$ cat src/rtl/mips_div_unit.sv
// -----------------------------------------------------------------------------
// mips_div_unit
//
// Multi-cycle radix-2 restoring divider for the MIPS datapath (DIV / DIVU).
// Produces the quotient (LO) and remainder (HI) after WIDTH+1 cycles.
//
// Configuration macro:
//   DIV_EARLY_OUT_EN  - when defined, a zero divisor or |dividend| < |divisor|
//                       skips the iteration phase and finishes 1 cycle after
//                       start.
//
// Ports:
//   clk          rising-edge clock
//   reset        asynchronous, active-high reset
//   start        request, sampled only while idle
//   is_signed    1 = DIV (two's complement), 0 = DIVU; sampled with start
//   dividend     rs operand; sampled with start
//   divisor      rt operand; sampled with start
//   busy         high from the cycle after an accepted start through done
//   done         one-cycle pulse; results valid from this cycle onward
//   quotient     LO result, held until the next done
//   remainder    HI result, held until the next done
//   div_by_zero  set with done when the divisor was 0; held with the results
// -----------------------------------------------------------------------------
module mips_div_unit #(
  parameter  int WIDTH = 32,
  localparam int CNT_W = $clog2(WIDTH + 1)
) (
  input  logic             clk,
  input  logic             reset,
  input  logic             start,
  input  logic             is_signed,
  input  logic [WIDTH-1:0] dividend,
  input  logic [WIDTH-1:0] divisor,
  output logic             busy,
  output logic             done,
  output logic [WIDTH-1:0] quotient,
  output logic [WIDTH-1:0] remainder,
  output logic             div_by_zero
);

  typedef enum logic [1:0] {
    S_IDLE = 2'd0,
    S_RUN  = 2'd1,
    S_FIX  = 2'd2
  } state_t;

  state_t             state_q, state_d;

  logic [WIDTH-1:0]   rem_q;       // partial remainder
  logic [WIDTH-1:0]   dq_q;        // dividend shifting out / quotient shifting in
  logic [WIDTH-1:0]   dsr_q;       // divisor magnitude
  logic [CNT_W-1:0]   count_q;
  logic               neg_quo_q;
  logic               neg_rem_q;
  logic               dvz_q;

  logic               dividend_neg;
  logic               divisor_neg;
  logic [WIDTH-1:0]   dividend_mag;
  logic [WIDTH-1:0]   divisor_mag;
  logic               early_out;
  logic [WIDTH:0]     shifted;
  logic [WIDTH:0]     trial;
  logic               trial_ok;

  // ---------------------------------------------------------------------------
  // Operand conditioning and one restoring step
  // ---------------------------------------------------------------------------
  // NOTE: every signal written in always_comb gets a default first, so no path
  // can leave it unassigned and infer a latch.
  always_comb begin
    dividend_neg = is_signed & dividend[WIDTH-1];
    divisor_neg  = is_signed & divisor[WIDTH-1];
    dividend_mag = dividend_neg ? -dividend : dividend;
    divisor_mag  = divisor_neg  ? -divisor  : divisor;

`ifdef DIV_EARLY_OUT_EN
    early_out = (divisor_mag == '0) || (dividend_mag < divisor_mag);
`else
    early_out = 1'b0;
`endif

    // The partial remainder is always below the divisor, so the shifted value
    // needs one extra bit and a non-negative trial always fits back in WIDTH.
    shifted  = {rem_q, dq_q[WIDTH-1]};
    trial    = shifted - {1'b0, dsr_q};
    trial_ok = ~trial[WIDTH];
  end

  // ---------------------------------------------------------------------------
  // Next-state logic
  // ---------------------------------------------------------------------------
  always_comb begin
    state_d = state_q;
    unique case (state_q)
      S_IDLE: if (start) state_d = early_out ? S_FIX : S_RUN;
      S_RUN:  if (count_q == CNT_W'(1)) state_d = S_FIX;
      S_FIX:  state_d = S_IDLE;
      default: state_d = S_IDLE;
    endcase
  end

  // NOTE: sequential state uses non-blocking assignments so every register
  // samples the pre-edge values regardless of statement order.
  always_ff @(posedge clk or posedge reset) begin
    if (reset) state_q <= S_IDLE;
    else       state_q <= state_d;
  end

  // ---------------------------------------------------------------------------
  // Datapath and registered outputs
  // ---------------------------------------------------------------------------
  always_ff @(posedge clk or posedge reset) begin
    if (reset) begin
      rem_q       <= '0;
      dq_q        <= '0;
      dsr_q       <= '0;
      count_q     <= '0;
      neg_quo_q   <= 1'b0;
      neg_rem_q   <= 1'b0;
      dvz_q       <= 1'b0;
      busy        <= 1'b0;
      done        <= 1'b0;
      quotient    <= '0;
      remainder   <= '0;
      div_by_zero <= 1'b0;
    end else begin
      done <= 1'b0;
      // busy also covers the done cycle, where the FSM is already idle.
      busy <= (state_d != S_IDLE) || (state_q == S_FIX);

      unique case (state_q)
        S_IDLE: begin
          if (start) begin
            // Early-out leaves the quotient at zero and the whole dividend
            // magnitude as the remainder.
            rem_q     <= early_out ? dividend_mag : '0;
            dq_q      <= early_out ? '0 : dividend_mag;
            dsr_q     <= divisor_mag;
            count_q   <= CNT_W'(WIDTH);
            neg_quo_q <= dividend_neg ^ divisor_neg;
            neg_rem_q <= dividend_neg;
            dvz_q     <= (divisor == '0);
          end
        end

        S_RUN: begin
          rem_q   <= trial_ok ? trial[WIDTH-1:0] : shifted[WIDTH-1:0];
          dq_q    <= {dq_q[WIDTH-2:0], trial_ok};
          count_q <= count_q - CNT_W'(1);
        end

        S_FIX: begin
          done        <= 1'b1;
          div_by_zero <= dvz_q;
          // With a zero divisor every trial succeeds, so rem_q ends up equal
          // to the dividend magnitude; re-applying the dividend sign restores
          // the original dividend bits. Only the quotient needs overriding.
          quotient    <= dvz_q ? '1 : (neg_quo_q ? -dq_q : dq_q);
          remainder   <= neg_rem_q ? -rem_q : rem_q;
        end

        default: ;
      endcase
    end
  end

endmodule

$ cat config.mk
export PLATFORM = sky130hd
export DESIGN_NAME = mips_div_unit
export DESIGN_NICKNAME = d
export VERILOG_FILES = /design/src/rtl/mips_div_unit.sv
export SDC_FILE = /design/constraint.sdc
export NUM_CORES = 1
export LEC_CHECK = 0
export BUFFER_PORTS_ARGS = -buffer_cell sky130_fd_sc_hd__buf_2
export CORE_ASPECT_RATIO = 1.1
export CORE_MARGIN = 5
export CORE_UTILIZATION = 54
export DETAILED_ROUTE_END_ITERATION = 6
export PLACE_DENSITY_LB_ADDON = 0.15
export SLEW_MARGIN = 20
export SYNTH_ARGS = -nofsm -noshare
export SYNTH_HDL_FRONTEND = slang
export SYNTH_SLANG_ARGS = --single-unit
$ cat constraint.sdc
create_clock -name clk -period 4.7 [get_ports clk]
set_input_delay 0.235 -clock clk [delete_from_list [all_inputs] [get_ports clk]]
set_output_delay 0.235 -clock clk [all_outputs]
set_load 0.03 [all_outputs]
### Word level (Yosys, flattened, before mapping)

Index checks and enable logic that the tools add are counted.

* bitwise gates (word level): 4
* $add $sub $neg: 6
* mux-type cells: 16
* reductions and logical operators: 7
* equal/unequal tests: 4

Operators by type and width (count)
* $mux W32: 8
* $neg A32 Y32: 4
* $pmux W32 S2: 2
* $sub A33 B32 Y33: 1
* $logic_not A32 Y1: 1
* $pmux W6 S2: 1
* $eq A6 B1 Y1 const B: 1
* $mux W6: 1
* $sub A6 B1 Y6 const B: 1
* $mux W2: 2
* $pmux W2 S2: 1
* $reduce_and A2 Y1: 2
* $reduce_bool A2 Y1: 2
* $and A1 B1 Y1: 2
* $eq A2 B1 Y1 const B: 1
* $eq A2 B2 Y1 const B: 1
* $logic_not A2 Y1: 1
* $ne A2 B2 Y1 const B: 1
* $logic_or A1 B1 Y1: 1
* $mux W1: 1
* $not A1 Y1: 1
* $xor A1 B1 Y1: 1

* register bits: 174
* output and inout port bits: 67
* input bits: 68

### Longest topological paths before layout

* word-level depth: 5
* depth in mapped cells: 12
* mapped depth without buffers: 11

### Worst setup path before layout

OpenSTA, ideal clock, no wires.

* path kind: register to register
* from: register rem_q[6]
* to: register remainder[31]
* path buffers: 0
* required time: 4.579 ns
* setup slack: 1.546 ns
* stages on the path, launching flop included: 9
* arrival time: 3.033 ns
* path through: dfrtp_1 > or4_4 > or3_4 > or4_4 > or3_4 > or4_4 > o31ai_2 > xor2_1 > o21ai_1

* cells in the longest elaborated chain, start to end: 2

Ends and longest elaborated chain
* from (decl): RTL line 50 `logic [WIDTH-1:0] rem_q;`
* from (signal assigned): RTL line 138 `rem_q <= early_out ? dividend_mag : '0;`
* from (signal assigned): RTL line 149 `rem_q <= trial_ok ? trial[WIDTH-1:0] : shifted[WIDTH-1:0];`
* $neg A32 Y32: RTL line 161 `remainder <= neg_rem_q ? -rem_q : rem_q;`
* $mux W32: RTL line 161
* to (signal assigned): RTL line 161
* to (decl): RTL line 38 `output logic [WIDTH-1:0] remainder,`

No other way between the ends.
A chain may end at the register's enable or synchronous reset.

### Worst setup path after layout

* from: register dq_q[31]
* to: register rem_q[6]

* cells in the longest elaborated chain, start to end: 3

Ends and longest elaborated chain
* from (decl): RTL line 51 `logic [WIDTH-1:0] dq_q;`
* from (signal assigned): RTL line 139 `dq_q <= early_out ? '0 : dividend_mag;`
* from (signal assigned): RTL line 150 `dq_q <= {dq_q[WIDTH-2:0], trial_ok};`
* $sub A33 B32 Y33: RTL line 87 `trial = shifted - {1'b0, dsr_q};`
* $mux W32: RTL line 149
* $pmux W32 S2: RTL line 133 `unique case (state_q)`

No other way between the ends.

==> run_results.csv <==
group,metric,value,unit
route,wire_per_inst,16.9,µm
power,worst_ir_drop_vdd,500,µV
clock_network,clockRootBuffer,"clkbuf_16",
power,leakage,5.84,nW
route,vias,10047,
route,drc,0,
clock_network,cts_resized,0,
logic_synthesis,synth-main-ff-cell,"dfrtp_1",
critical_path,required,5020,ps
global_route,grt_pass1_vias,9136,
clock_network,tritoncts,"yes",
final_layout,fin_util,61.9,%
route,firstDrtPassIters,5,
die,ios,135,
critical_path,startpoint_type,"flip-flop",
placement,gp_congestion,0.926,
route,ant_nets,0,
logic_synthesis,synth_nets,1473,
clock_network,clk_pin_slew,70,ps
power,power_density,829,nW/µm²
global_route,met3_usage,3.18,%
placement,io_buffers,134,
power,total_power,10.6,mW
logic_synthesis,syn_area,11400,µm²
timing,period_needed,3610,ps
clock_network,clock_path_buffers,2,
timing,max_freq,277,MHz
critical_path,crit_type,"flip-flop to flip-flop",
die,die_x,148,µm
critical_path,r2r_end,"rem_q[6]",
clock_network,ctsHoldBuffers,0,
die,die_h,162,µm
die,rows,55,
clock_network,clock_latency,440,ps
final_layout,mostFrequentLayoutCells,"210 x nand2_1, 174 x dfrtp_1, 153 x o21ai_0, 134 x buf_2, 108 x nor2_1",
die,dieArea,24000,µm²
power,clock_power_share,14.4,%
timing,maxSlewViolCount,0,
timing,rsz0062_at_grt,"no",
global_route,grt.overflow.total,0,
route,first_iter_violations,848,
route,wl,29100,µm
global_route,grt_pass1_wl,47500,µm
clock_network,cts_buffers,17,
timing,final.period_utilization,76.7,%
placement,dp_hpwl,21300,µm
clock_network,cts_setup_buffers,0,
die,initial_core_util,55.0,%
critical_path,crit_path_start,"dq_q[31]",
critical_path,path_max_fanout,21,
logic_synthesis,ys.warnings.count,0,
power,combPwrFrac,58.1,%
global_route,grt_max_degree,175,
outcome,status,"completed",
logic_synthesis,synthArstFlopShare,100,%
run,drv_cap,0,
logic_synthesis,yosysSeqAreaShare,38.4,%
power,power.internal,5.47,mW
route,drt-vias-per-instance,5.84,
final_layout,drive_above_1_share,13.5,%
critical_path,crit_arrival,3930,ps
die,core_area,20600,µm²
timing,setup_viol,0,
logic_synthesis,synthDistinctLibCells,66,
global_route,antenna_found_initial,0,
critical_path,timing.rr.start,"dq_q[31]",
critical_path,endpoint,"rem_q[6]",
global_route,met1_usage,39.4,%
timing,finalSetupTns,0,ps
timing,fin_skew,13.3,ps
critical_path,rrSetupSlack,1090,ps
final_layout,final_nets,1559,
timing,worst_pin_slew,1010,ps
power,seq_power_share,27.6,%
clock_network,clock-sinks,174,
final_layout,diodes,0,
logic_synthesis,yosys.area.top_type,"dfrtp_1",
power,switching_power,5.12,mW
timing,hold_viol,0,
worst_hold_path,hp-class,"input port to flip-flop",
global_route,met2_usage,33.5,%
final_layout,area_delta_synth_final,12.6,%
placement,place_ws,1130,ps
power,switching_share,48.4,%
logic_synthesis,syn_area_per_cell,8.31,µm²
logic_synthesis,synthTopCellsByArea,"dfrtp_1 38%, nand2_1 7.0%, o21ai_0 6.7%",
logic_synthesis,synthCells,1366,
critical_path,critPathCaptureType,"flip-flop",
timing,slew_headroom,33.0,%
logic_synthesis,synth_edf_count,0,
clock_network,cts_max_level,4,
global_route,busiest_layer,"met1",
global_route,grtUsageTotal,24.0,%
logic_synthesis,synthDominantCellAreaShare,38.4,%
timing,setup_ws,1090,ps
critical_path,reg2regPathDepth,12,
logic_synthesis,ys_seq_elements,174,
final_layout,final_common_cell,"nand2_1",
## power by group through the flow
stage	sequential, mW	combinational (mW)	clock, mW
2_1_floorplan	2.95	4.49	0
3_3_place_gp	2.90	5.99	0
3_5_place_dp	2.93	6.08	0
4_1_cts	2.90	6.11	1.54
5_1_grt	3.02	6.83	1.60
6_report	2.92	6.15	1.52
## synth_stat cells, types with 6 or more instances
master / number
a22oi_1: 28
o211ai_1: 15
a21o_1: 14
dfrtp_1: 174
nor4_1: 13
a31oi_1: 8
xor2_1: 82
ha_1: 38
clkbuf_1: 68
nor2b_1: 9
o21ai_0: 153
and2_1: 11
or2_2: 6
nor3_1: 20
o31ai_1: 21
a221o_1: 12
nand2_1: 211
nor2_1: 108
nand4_1: 18
nand3_1: 20
or4_1: 12
inv_1: 52
mux2i_1: 6
a21oi_1: 93
nand2b_1: 15
xnor2_1: 63
o41ai_1: 17
## final cells by class
class / instances / area (µm²)
Multi-Input combinational cell: 1063 / 6530
Clock inverter: 11 / 154
Fill cell: 1876 / 7870
Sequential cell: 174 / 4350
Clock buffer: 21 / 470
Tap cell: 256 / 320
Timing Repair Buffer: 143 / 751
Inverter: 53 / 203
## worst min-delay path by stage
stage / startpoint / end / depth (start not counted)
after detailed placement: quotient[24] / quotient[24] / 2
after global routing: divisor[30] / dvz_q / 2
after floorplan: divisor[30] / dvz_q / 1
final: divisor[30] / dvz_q / 2
after global placement: quotient[27] / quotient[27] / 2
after CTS: divisor[30] / dvz_q / 2
## critical path, cell delays in order (launching register included)
cell and delay [ps]:
dfrtp_1 390, inv_1 70, ha_1 220, fa_1 400, nand2b_1 180, a211oi_1 330, o21ai_0 270, o2111ai_1 340
and2_1 220, a41oi_2 140, and2_1 320, buf_4 270, a221o_2 340
## flip-flops by register name (all words and copies together), names as in the netlist
register     flops
dq_q            32
dsr_q           32
quotient        32
rem_q           32
remainder       32
count_q          6
state_q          2
busy             1
div_by_zero      1
done             1
dvz_q            1
neg_quo_q        1
neg_rem_q        1
## stage by stage
step,std cells,hold slack (ps),area [µm²]
2_1_floorplan,1366,331,11400
3_3_place_gp,1689,447,12200
3_5_place_dp,1689,453,12200
4_1_cts,1721,4.56,12800
5_1_grt,1721,22.7,12800
6_report,1721,11.3,12800
## metal layers
layer  vias up  part of all wire [%]
li1       5008                     -
met1      4674                    51
met2       339                    41
met3        26                   6.8
met4         0                   1.2
met5         -                     0
## cells by family (layout without fill, tap and decap cells)
| family | after synthesis | in the layout | share of synthesized area [%] |
|---|---|---|---|
| xor+xnor | 145 | 145 | 11.2 |
| compound gates | 404 | 404 | 22.1 |
| simple gates | 468 | 468 | 18.9 |
| buf+inv | 129 | 228 | 4.41 |
| mux | 7 | 7 | 0.628 |
| flops | 174 | 174 | 38.4 |
| fa+ha+maj | 39 | 39 | 4.37 |
Power figures use the tool's default switching activity.
